`config.mk`:
```
export PLATFORM = sky130hd
export DESIGN_NAME = fc_layer_sequencer_flat
export DESIGN_NICKNAME = d
export VERILOG_FILES = /design/src/rtl/fc_pkg.sv /design/src/rtl/fc_layer_sequencer_if.sv /design/src/rtl/fc_layer_sequencer.sv /design/src/flat_wrapper.sv
export SDC_FILE = /design/constraint.sdc
export NUM_CORES = 1
export LEC_CHECK = 0
export CAP_MARGIN = 20
export CORE_ASPECT_RATIO = 0.9
export CORE_MARGIN = 1.5
export CORE_UTILIZATION = 38
export CTS_BUF_LIST = sky130_fd_sc_hd__clkbuf_2 sky130_fd_sc_hd__clkbuf_4 sky130_fd_sc_hd__clkbuf_8
export DETAILED_ROUTE_END_ITERATION = 10
export HOLD_SLACK_MARGIN = 0.1
export PLACE_DENSITY_LB_ADDON = 0.3
export SYNTH_ARGS = -nofsm -noshare
export SYNTH_HDL_FRONTEND = slang
export SYNTH_SLANG_ARGS = --single-unit
```
`constraint.sdc`:
```
create_clock -name clk -period 2.1 [get_ports clk]
set_clock_uncertainty 0.2 [all_clocks]
set_input_delay 0.42 -clock clk [delete_from_list [all_inputs] [get_ports clk]]
set_output_delay 0.42 -clock clk [all_outputs]
set_load 0.02 [all_outputs]
```
`src/rtl/fc_pkg.sv`:
```
// rtl/fc_pkg.sv - shared state encoding and default widths for the fc layer sequencer
package fc_pkg;

  localparam int FC_IN_DATA_WIDTH = 8;
  localparam int FC_RESULT_WIDTH  = 4 * FC_IN_DATA_WIDTH;

  typedef enum logic [2:0] {
    IDLE  = 3'd0,
    CLR   = 3'd1,
    ISSUE = 3'd2,
    DRAIN = 3'd3,
    OUT   = 3'd4,
    DONE  = 3'd5
  } state_t;

endpackage

```
`src/rtl/fc_layer_sequencer_if.sv`:
```
// rtl/fc_layer_sequencer_if.sv - neuron result valid/ready port
interface fc_layer_sequencer_if
  import fc_pkg::*;
#(
  parameter int IN_DATA_WIDTH = FC_IN_DATA_WIDTH,
  parameter int BIAS_AW       = 2
);
  logic                       o_result_valid;
  logic                       i_result_ready;
  logic [4*IN_DATA_WIDTH-1:0] o_result;
  logic [BIAS_AW-1:0]         o_result_idx;

  modport master (
    output o_result_valid,
    output o_result,
    output o_result_idx,
    input  i_result_ready
  );

  modport slave (
    input  o_result_valid,
    input  o_result,
    input  o_result_idx,
    output i_result_ready
  );
endinterface

```
`src/rtl/fc_layer_sequencer.sv`:
```
// rtl/fc_layer_sequencer.sv - streams nodes/weights/bias into the fc core one neuron at a time
module fc_layer_sequencer
  import fc_pkg::*;
#(
  parameter int IN_DATA_WIDTH = FC_IN_DATA_WIDTH,
  parameter int IN_NODE       = 16,
  parameter int OUT_NODE      = 4,
  parameter int NODE_AW       = (IN_NODE > 1) ? $clog2(IN_NODE) : 1,
  parameter int WGT_AW        = (IN_NODE * OUT_NODE > 1) ? $clog2(IN_NODE * OUT_NODE) : 1,
  parameter int BIAS_AW       = (OUT_NODE > 1) ? $clog2(OUT_NODE) : 1
) (
  input  logic                       clk,
  input  logic                       reset_n,
  input  logic                       i_start,
  output logic                       o_busy,
  output logic                       o_done,
  output logic [NODE_AW-1:0]         o_node_addr,
  input  logic [IN_DATA_WIDTH-1:0]   i_node_data,
  output logic [WGT_AW-1:0]          o_wegt_addr,
  input  logic [IN_DATA_WIDTH-1:0]   i_wegt_data,
  output logic [BIAS_AW-1:0]         o_bias_addr,
  input  logic [IN_DATA_WIDTH-1:0]   i_bias_data,
  output logic                       o_core_run,
  output logic                       o_core_valid,
  output logic [IN_DATA_WIDTH-1:0]   o_core_node,
  output logic [IN_DATA_WIDTH-1:0]   o_core_wegt,
  output logic [IN_DATA_WIDTH-1:0]   o_core_bias,
  input  logic [4*IN_DATA_WIDTH-1:0] i_core_result,
  fc_layer_sequencer_if.master       res
);

  localparam logic [NODE_AW-1:0] K_LAST = NODE_AW'(IN_NODE - 1);
  localparam logic [BIAS_AW-1:0] N_LAST = BIAS_AW'(OUT_NODE - 1);
  localparam logic [WGT_AW-1:0]  W_STEP = WGT_AW'(IN_NODE);

  state_t                     state, next_state;
  logic [NODE_AW-1:0]         k;
  logic [BIAS_AW-1:0]         n;
  logic [WGT_AW-1:0]          wbase;
  logic                       drain_last;
  logic                       valid_d, first_d;
  logic [4*IN_DATA_WIDTH-1:0] result_q;
  logic [BIAS_AW-1:0]         result_idx_q;

  always_ff @(posedge clk) begin
    if (!reset_n) state <= IDLE;
    else          state <= next_state;
  end

  always_comb begin
    next_state         = state;
    o_busy             = (state != IDLE);
    o_done             = 1'b0;
    o_core_run         = 1'b0;
    res.o_result_valid = 1'b0;
    case (state)
      IDLE:  if (i_start) next_state = CLR;
      CLR: begin
        o_core_run = 1'b1;
        next_state = ISSUE;
      end
      ISSUE: if (k == K_LAST) next_state = DRAIN;
      DRAIN: if (drain_last) next_state = OUT;
      OUT: begin
        res.o_result_valid = 1'b1;
        if (res.i_result_ready) next_state = (n == N_LAST) ? DONE : CLR;
      end
      DONE: begin
        o_done     = 1'b1;
        next_state = IDLE;
      end
      default: next_state = IDLE;
    endcase
  end

  // Counters only move in their own states, so addresses stay frozen under backpressure.
  always_ff @(posedge clk) begin
    if (!reset_n) begin
      k            <= '0;
      n            <= '0;
      wbase        <= '0;
      drain_last   <= 1'b0;
      valid_d      <= 1'b0;
      first_d      <= 1'b0;
      result_q     <= '0;
      result_idx_q <= '0;
    end else begin
      valid_d <= (state == ISSUE);
      first_d <= (state == ISSUE) && (k == '0);
      case (state)
        IDLE: begin
          if (i_start) begin
            n     <= '0;
            wbase <= '0;
            k     <= '0;
          end
        end
        CLR: begin
          k          <= '0;
          drain_last <= 1'b0;
        end
        ISSUE: if (k != K_LAST) k <= k + NODE_AW'(1);
        DRAIN: begin
          drain_last <= 1'b1;
          if (drain_last) begin
            result_q     <= i_core_result;
            result_idx_q <= n;
          end
        end
        OUT: begin
          if (res.i_result_ready && (n != N_LAST)) begin
            n     <= n + BIAS_AW'(1);
            wbase <= wbase + W_STEP;
          end
        end
        default: ;
      endcase
    end
  end

  assign o_node_addr = k;
  assign o_wegt_addr = wbase + WGT_AW'(k);
  assign o_bias_addr = n;

  // Core adds the bias operand on every valid beat, so only the first beat carries it.
  assign o_core_valid = valid_d;
  assign o_core_node  = valid_d ? i_node_data : '0;
  assign o_core_wegt  = valid_d ? i_wegt_data : '0;
  assign o_core_bias  = first_d ? i_bias_data : '0;

  assign res.o_result     = result_q;
  assign res.o_result_idx = result_idx_q;

endmodule

```
`src/flat_wrapper.sv`:
```
// flat-port wrapper written by rule: the top's interface ports become plain ports
module fc_layer_sequencer_flat import fc_pkg::*;
#(
  parameter int IN_DATA_WIDTH = FC_IN_DATA_WIDTH,
  parameter int IN_NODE       = 16,
  parameter int OUT_NODE      = 4,
  parameter int NODE_AW       = (IN_NODE > 1) ? $clog2(IN_NODE) : 1,
  parameter int WGT_AW        = (IN_NODE * OUT_NODE > 1) ? $clog2(IN_NODE * OUT_NODE) : 1,
  parameter int BIAS_AW       = (OUT_NODE > 1) ? $clog2(OUT_NODE) : 1
)
  (clk, reset_n, i_start, o_busy, o_done, o_node_addr, i_node_data, o_wegt_addr, i_wegt_data, o_bias_addr, i_bias_data, o_core_run, o_core_valid, o_core_node, o_core_wegt, o_core_bias, i_core_result, res_o_result_valid, res_o_result, res_o_result_idx, res_i_result_ready);
  fc_layer_sequencer_if #(.IN_DATA_WIDTH(IN_DATA_WIDTH), .BIAS_AW(BIAS_AW)) res_i ();
  input  logic clk;
  input  logic reset_n;
  input  logic i_start;
  output logic o_busy;
  output logic o_done;
  output logic [NODE_AW-1:0] o_node_addr;
  input  logic [IN_DATA_WIDTH-1:0] i_node_data;
  output logic [WGT_AW-1:0] o_wegt_addr;
  input  logic [IN_DATA_WIDTH-1:0] i_wegt_data;
  output logic [BIAS_AW-1:0] o_bias_addr;
  input  logic [IN_DATA_WIDTH-1:0] i_bias_data;
  output logic o_core_run;
  output logic o_core_valid;
  output logic [IN_DATA_WIDTH-1:0] o_core_node;
  output logic [IN_DATA_WIDTH-1:0] o_core_wegt;
  output logic [IN_DATA_WIDTH-1:0] o_core_bias;
  input  logic [4*IN_DATA_WIDTH-1:0] i_core_result;
  output wire logic [$bits(res_i.o_result_valid)-1:0] res_o_result_valid;
  output wire logic [$bits(res_i.o_result)-1:0] res_o_result;
  output wire logic [$bits(res_i.o_result_idx)-1:0] res_o_result_idx;
  input wire logic [$bits(res_i.i_result_ready)-1:0] res_i_result_ready;
  assign res_o_result_valid = res_i.o_result_valid;
  assign res_o_result = res_i.o_result;
  assign res_o_result_idx = res_i.o_result_idx;
  assign res_i.i_result_ready = res_i_result_ready;
  fc_layer_sequencer #(.IN_DATA_WIDTH(IN_DATA_WIDTH), .IN_NODE(IN_NODE), .OUT_NODE(OUT_NODE), .NODE_AW(NODE_AW), .WGT_AW(WGT_AW), .BIAS_AW(BIAS_AW)) u_core (.clk(clk), .reset_n(reset_n), .i_start(i_start), .o_busy(o_busy), .o_done(o_done), .o_node_addr(o_node_addr), .i_node_data(i_node_data), .o_wegt_addr(o_wegt_addr), .i_wegt_data(i_wegt_data), .o_bias_addr(o_bias_addr), .i_bias_data(i_bias_data), .o_core_run(o_core_run), .o_core_valid(o_core_valid), .o_core_node(o_core_node), .o_core_wegt(o_core_wegt), .o_core_bias(o_core_bias), .i_core_result(i_core_result), .res(res_i));
endmodule
```
# Yosys cells after proc, flatten, opt, wreduce, memory -nomap -nowiden

Index checks and enable logic that the tools add are counted.

Input port bits: 60
Register bits: 52

Reduce and logical (&&, ||, !) cells: 12
Add/sub/neg operators: 4
Mux-type cells: 22
Equal/unequal tests: 15

Operators by type and width:

| cell                | count |
|---|---|
| $mux 8              | 3 |
| $mux 3              | 5 |
| $pmux 3 s5          | 1 |
| $mux 6              | 2 |
| $pmux 4 s3          | 1 |
| $pmux 6 s2          | 1 |
| $mux 4              | 2 |
| $ne 2x2->1 const B  | 4 |
| $add 6x4->6         | 1 |
| $add 6x5->6 const B | 1 |
| $eq 3x2->1 const B  | 2 |
| $eq 3x3->1 const B  | 2 |
| $ne 2x1->1 const B  | 3 |
| $reduce_and 3->1    | 2 |
| $reduce_bool 3->1   | 2 |
| $add 4x1->4 const B | 1 |
| $eq 4x4->1 const B  | 1 |
| $logic_not 4->1     | 1 |
| $mux 2              | 2 |
| $ne 4x4->1 const B  | 1 |
| $pmux 2 s2          | 1 |
| $reduce_and 4->1    | 1 |
| $reduce_bool 2->1   | 2 |
| $eq 3x1->1 const B  | 1 |
| other kinds (7)     | 10 |

# Logic depth before layout (Yosys ltp)

Word-level depth: 4
Depth in mapped cells: 7
Mapped depth without buffers: 5

# Least setup slack after synthesis

OpenSTA, ideal clock, no wires.

Path kind: register to register
Start: register u_core.state[2]
End: register u_core.wbase[5]
Arrival time: 1,493 ps
Data required time: 1,840 ps
Slack: 347 ps
Buffers on the path: 1
Setup time: 60 ps
Stages on the path, launching flop included: 5
Cells stage by stage: dfxtp_1 buf_4 nor3b_1 and4b_1 a32o_1

Word-level cells in the longest chain between the ends: 3
Elaborated cells on any way between the ends: 7
Those cells by class: 3 x eq/ne; 1 x mux; 3 x reduce/logical

RTL lines:

| element                                              | RTL line                  | RTL |
|---|---|---|
| start: declaration                                   | fc_layer_sequencer.sv:36  | `state_t state, next_state;` |
| start signal: assignment                             | fc_layer_sequencer.sv:47  | `else state <= next_state;` |
| $eq 3x3->1 / $logic_not 3->1 (equally long branches) | fc_layer_sequencer.sv:90  | `case (state)` |
| $ne 2x1->1 (no line) (tied with other cells)         | -                         |  |
| $reduce_and 3->1 (no line)                           | -                         |  |
| end signal: assignment                               | fc_layer_sequencer.sv:113 | `wbase <= wbase + W_STEP;` |
| end: declaration                                     | fc_layer_sequencer.sv:39  | `logic [WGT_AW-1:0] wbase;` |

Several ways; a longest one is shown, not always the timed one.
A chain may end at the register's enable or synchronous reset.

# Final worst setup path

Start: register u_core.k[3], in the netlist u_core.o_node_addr[3]
End: output o_wegt_addr[3]

Word-level cells in the longest chain between the ends: 1

RTL lines:

| element                  | RTL line                  | RTL |
|---|---|---|
| start: declaration       | fc_layer_sequencer.sv:37  | `logic [NODE_AW-1:0] k;` |
| start signal: assignment | fc_layer_sequencer.sv:102 | `ISSUE: if (k != K_LAST) k <= k + NODE_AW'(1);` |
| $add 6x4->6              | fc_layer_sequencer.sv:122 | `assign o_wegt_addr = wbase + WGT_AW'(k);` |
| end: declaration         | flat_wrapper.sv:20        | `output logic [WGT_AW-1:0] o_wegt_addr;` |

No other way between the ends.

==> flow_metrics.env <==
export IMPL_final_core_util=0.669
export IMPL_cts_root_buf="clkbuf_8"
export IMPL_critPathBufInv=1
export IMPL_maxCapViolCount=0
export IMPL_clkSinkCount=48
export IMPL_slew_headroom=0.751
export IMPL_end_kind="primary output"
export IMPL_synth_fp_nets=324
export IMPL_fin_crit_ps=2030
export IMPL_placed_cell_area_um2=3510
export IMPL_setup_viol=0
export IMPL_post_cts_buffers=0
export IMPL_final_max_slew_violation_count=0
export IMPL_initial_utilization=0.399
export IMPL_ys_seq_area_frac=0.453
export IMPL_fillers=477
export IMPL_clock_latency_ps=290
export IMPL_die_w_um=81.8
export IMPL_r2r_start="u_core.o_bias_addr[0]$_SDFFE_PN0P_"
export IMPL_ys_ff_latch=48
export IMPL_tritoncts="built"
export IMPL_worst_hold_slack_ps=257
export IMPL_die_h_um=73.9
export IMPL_postLayoutCellArea_um2=3560
export IMPL_track_usage=0.198
export IMPL_setup_worst_path_start_class="flop"
export IMPL_nNetsFinal=453
export IMPL_hold_viol=0
export IMPL_dp_cells=450
export IMPL_route_detailed_drc=0
export IMPL_worstSetupPathType="reg -> out"
export IMPL_port_buffers=134
export IMPL_area_growth_pct=67.7
export IMPL_max_stage_delay_ps=650
export IMPL_worst_slew_pin_transition_ps=373
export IMPL_fin_ws_ps=73.5
export IMPL_drt_wl_total_um=6240
export IMPL_avgSynthCellArea_um2=8.13
export IMPL_power_density_nw_per_um2=712
export IMPL_hold_buffers=0
export IMPL_first_pass_iters=4
export IMPL_antenna_found_initial=0
export IMPL_grt_max_degree=35
export IMPL_critPathMaxFanout=8
export IMPL_setup_tns_ps=0
export IMPL_cts_buffers=5
export IMPL_core_um2=5320
export IMPL_leakage_nw=1.41
export IMPL_post_place_ws_ps=-128
export IMPL_viasPerCell=4.76
export IMPL_htreeDepth=2
export IMPL_critical_path_slowest_cell="clkdlybuf4s50_1"
export IMPL_wl_per_cell_um=13.6
export IMPL_rsz0062_at_grt="no"
export IMPL_crit_start="u_core.o_node_addr[3]$_SDFFE_PN0P_"
export IMPL_ctsResizeCount=29
export IMPL_ir_worst_vdd_mv=0.825
export IMPL_ant_nets=0
export IMPL_synth_cells=261
export IMPL_vias=2182
export IMPL_grt_pass1_wl_um=9100
export IMPL_yosysWarnings=0
export IMPL_instances_no_fill=458
export IMPL_hold_start="u_core.res.o_result[27]$_SDFFE_PN0P_"
export IMPL_path_clk_slew_ps=80
export IMPL_ff_latch_area_um2=962
export IMPL_grt_overflow_total=0
export IMPL_dp_hpwl_um=4670
export IMPL_min_period_over_period=0.965
export IMPL_crit_arrival_ps=1410
export IMPL_grt_pass1_vias=1822
export IMPL_hp_class="reg -> reg"
export IMPL_multiInputGateArea_um2=1020
export IMPL_diodes=0
export IMPL_drtIter0Drc=85
export IMPL_io_pins=135
export IMPL_cp_cell_sequence="clkdlybuf4s50_1"
export IMPL_gp_congestion=0.807
export IMPL_syn_area_um2=2120
export IMPL_fmax_ghz=0.493
export IMPL_drive_gt1_frac=0.0665
export IMPL_cp_required_ps=1480
export IMPL_run_status="complete, no violations"
export IMPL_power_mw=2.53
export IMPL_rows=25
export IMPL_dieArea_um2=6040
export IMPL_ys_types=40
export IMPL_cp_top_family="buffers and inverters"
export IMPL_clock_path_buffers=2
report_power, final:
group	total [mW]	switching (mW)	internal (mW)
combinational	0.963	0.491	0.473
sequential	1.03	0.0702	0.963
clock	0.538	0.306	0.232
total	2.53	0.866	1.67
synthesized netlist by cell type, drive strengths merged:
| cell type | instances | area [um^2] |
|---|---|---|
| ha | 3 | 37.5 |
| o21a | 2 | 15.0 |
| a311oi | 1 | 8.76 |
| a21oi | 42 | 225 |
| and4bb | 1 | 12.5 |
| inv | 3 | 11.3 |
| a211oi | 3 | 22.5 |
| o21ai | 3 | 15.0 |
| a22o | 1 | 8.76 |
| a21boi | 1 | 7.51 |
| nor2 | 5 | 18.8 |
| nand4 | 2 | 18.8 |
| nor3 | 1 | 5.00 |
| a32o | 1 | 10.0 |
| clkbuf | 12 | 45.0 |
| mux2i | 2 | 20.0 |
| or4 | 1 | 11.3 |
| or3 | 1 | 6.26 |
| dfxtp | 48 | 961 |
| nand3b | 1 | 7.51 |
| nand2b | 2 | 12.5 |
| and4b | 1 | 10.0 |
| clkinv | 1 | 3.75 |
| or2 | 1 | 8.76 |
| nand3 | 5 | 25.0 |
| a21o | 1 | 7.51 |
| nor3b | 3 | 33.8 |
| and4 | 2 | 17.5 |
| and2 | 26 | 163 |
| nand2 | 73 | 274 |
| o211a | 1 | 10.0 |
| buf | 9 | 76.3 |
| and3 | 2 | 12.5 |
cell families after synthesis:
| kind of cell | after synthesis | share of synthesized area |
|---|---|---|
| AOI/OAI and AO/OA | 56 | 0.156 |
| muxes | 2 | 0.00943 |
| and+or+nand+nor | 127 | 0.300 |
| buffers and inverters | 25 | 0.0643 |
| adders and majority gates | 3 | 0.0177 |
| DFF | 48 | 0.453 |
path summary, 6_finish.rpt:
path	end	slack, ps	cells after the start
worst min register to register	u_core.res.o_result[27]$_SDFFE_PN0P_	260	2
worst min-delay path	u_core.res.o_result[27]$_SDFFE_PN0P_	260	2
worst max-delay path	o_wegt_addr[3]	70	1
worst max register to register	u_core.wbase[5]$_SDFFE_PN0P_	360	5
registers in the layout, summed over array words and instances (netlist names):
| register | cells |
|---|---|
| u_core.res.o_result | 32 |
| u_core.drain_last | 1 |
| u_core.o_core_valid | 1 |
| u_core.first_d | 1 |
| u_core.o_bias_addr | 2 |
| u_core.res.o_result_idx | 2 |
| u_core.wbase | 2 |
| u_core.state | 3 |
| u_core.o_node_addr | 4 |
final cells by class:
| cell class | instances | share of cell area |
|---|---|---|
| Clock inverter | 3 | 0.00527 |
| Inverter | 4 | 0.00422 |
| Multi-Input combinational cell | 188 | 0.288 |
| Timing Repair Buffer | 143 | 0.389 |
| Clock buffer | 5 | 0.0193 |
| Tap cell | 67 | 0.0236 |
| Sequential cell | 48 | 0.270 |
metal layers:
metal | share of wire | vias up | GRT usage
met5 | 0 | - | 0
met3 | 0.081 | 2 | 0.0547
met1 | 0.42 | 983 | 0.238
met4 | 0.0027 | 0 | 0.0508
li1 | - | 1121 | -
met2 | 0.50 | 76 | 0.344
placed cells by master, fill, tap and decap left out, types with 2 or more instances in the layout:
cell	count
nand2_1	73
a21oi_1	40
clkbuf_8	5
clkinv_2	2
and4_1	2
ha_1	3
dlygate4sd2_1	28
and2_1	26
buf_4	8
nor3b_1	2
and3_1	2
nor2_1	5
nand2b_1	2
clkdlybuf4s50_1	106
o21ai_0	3
nand3_1	5
o21a_1	2
mux2i_1	2
a211oi_1	3
inv_1	2
dfxtp_1	47
(Power assumes the default switching activity.)
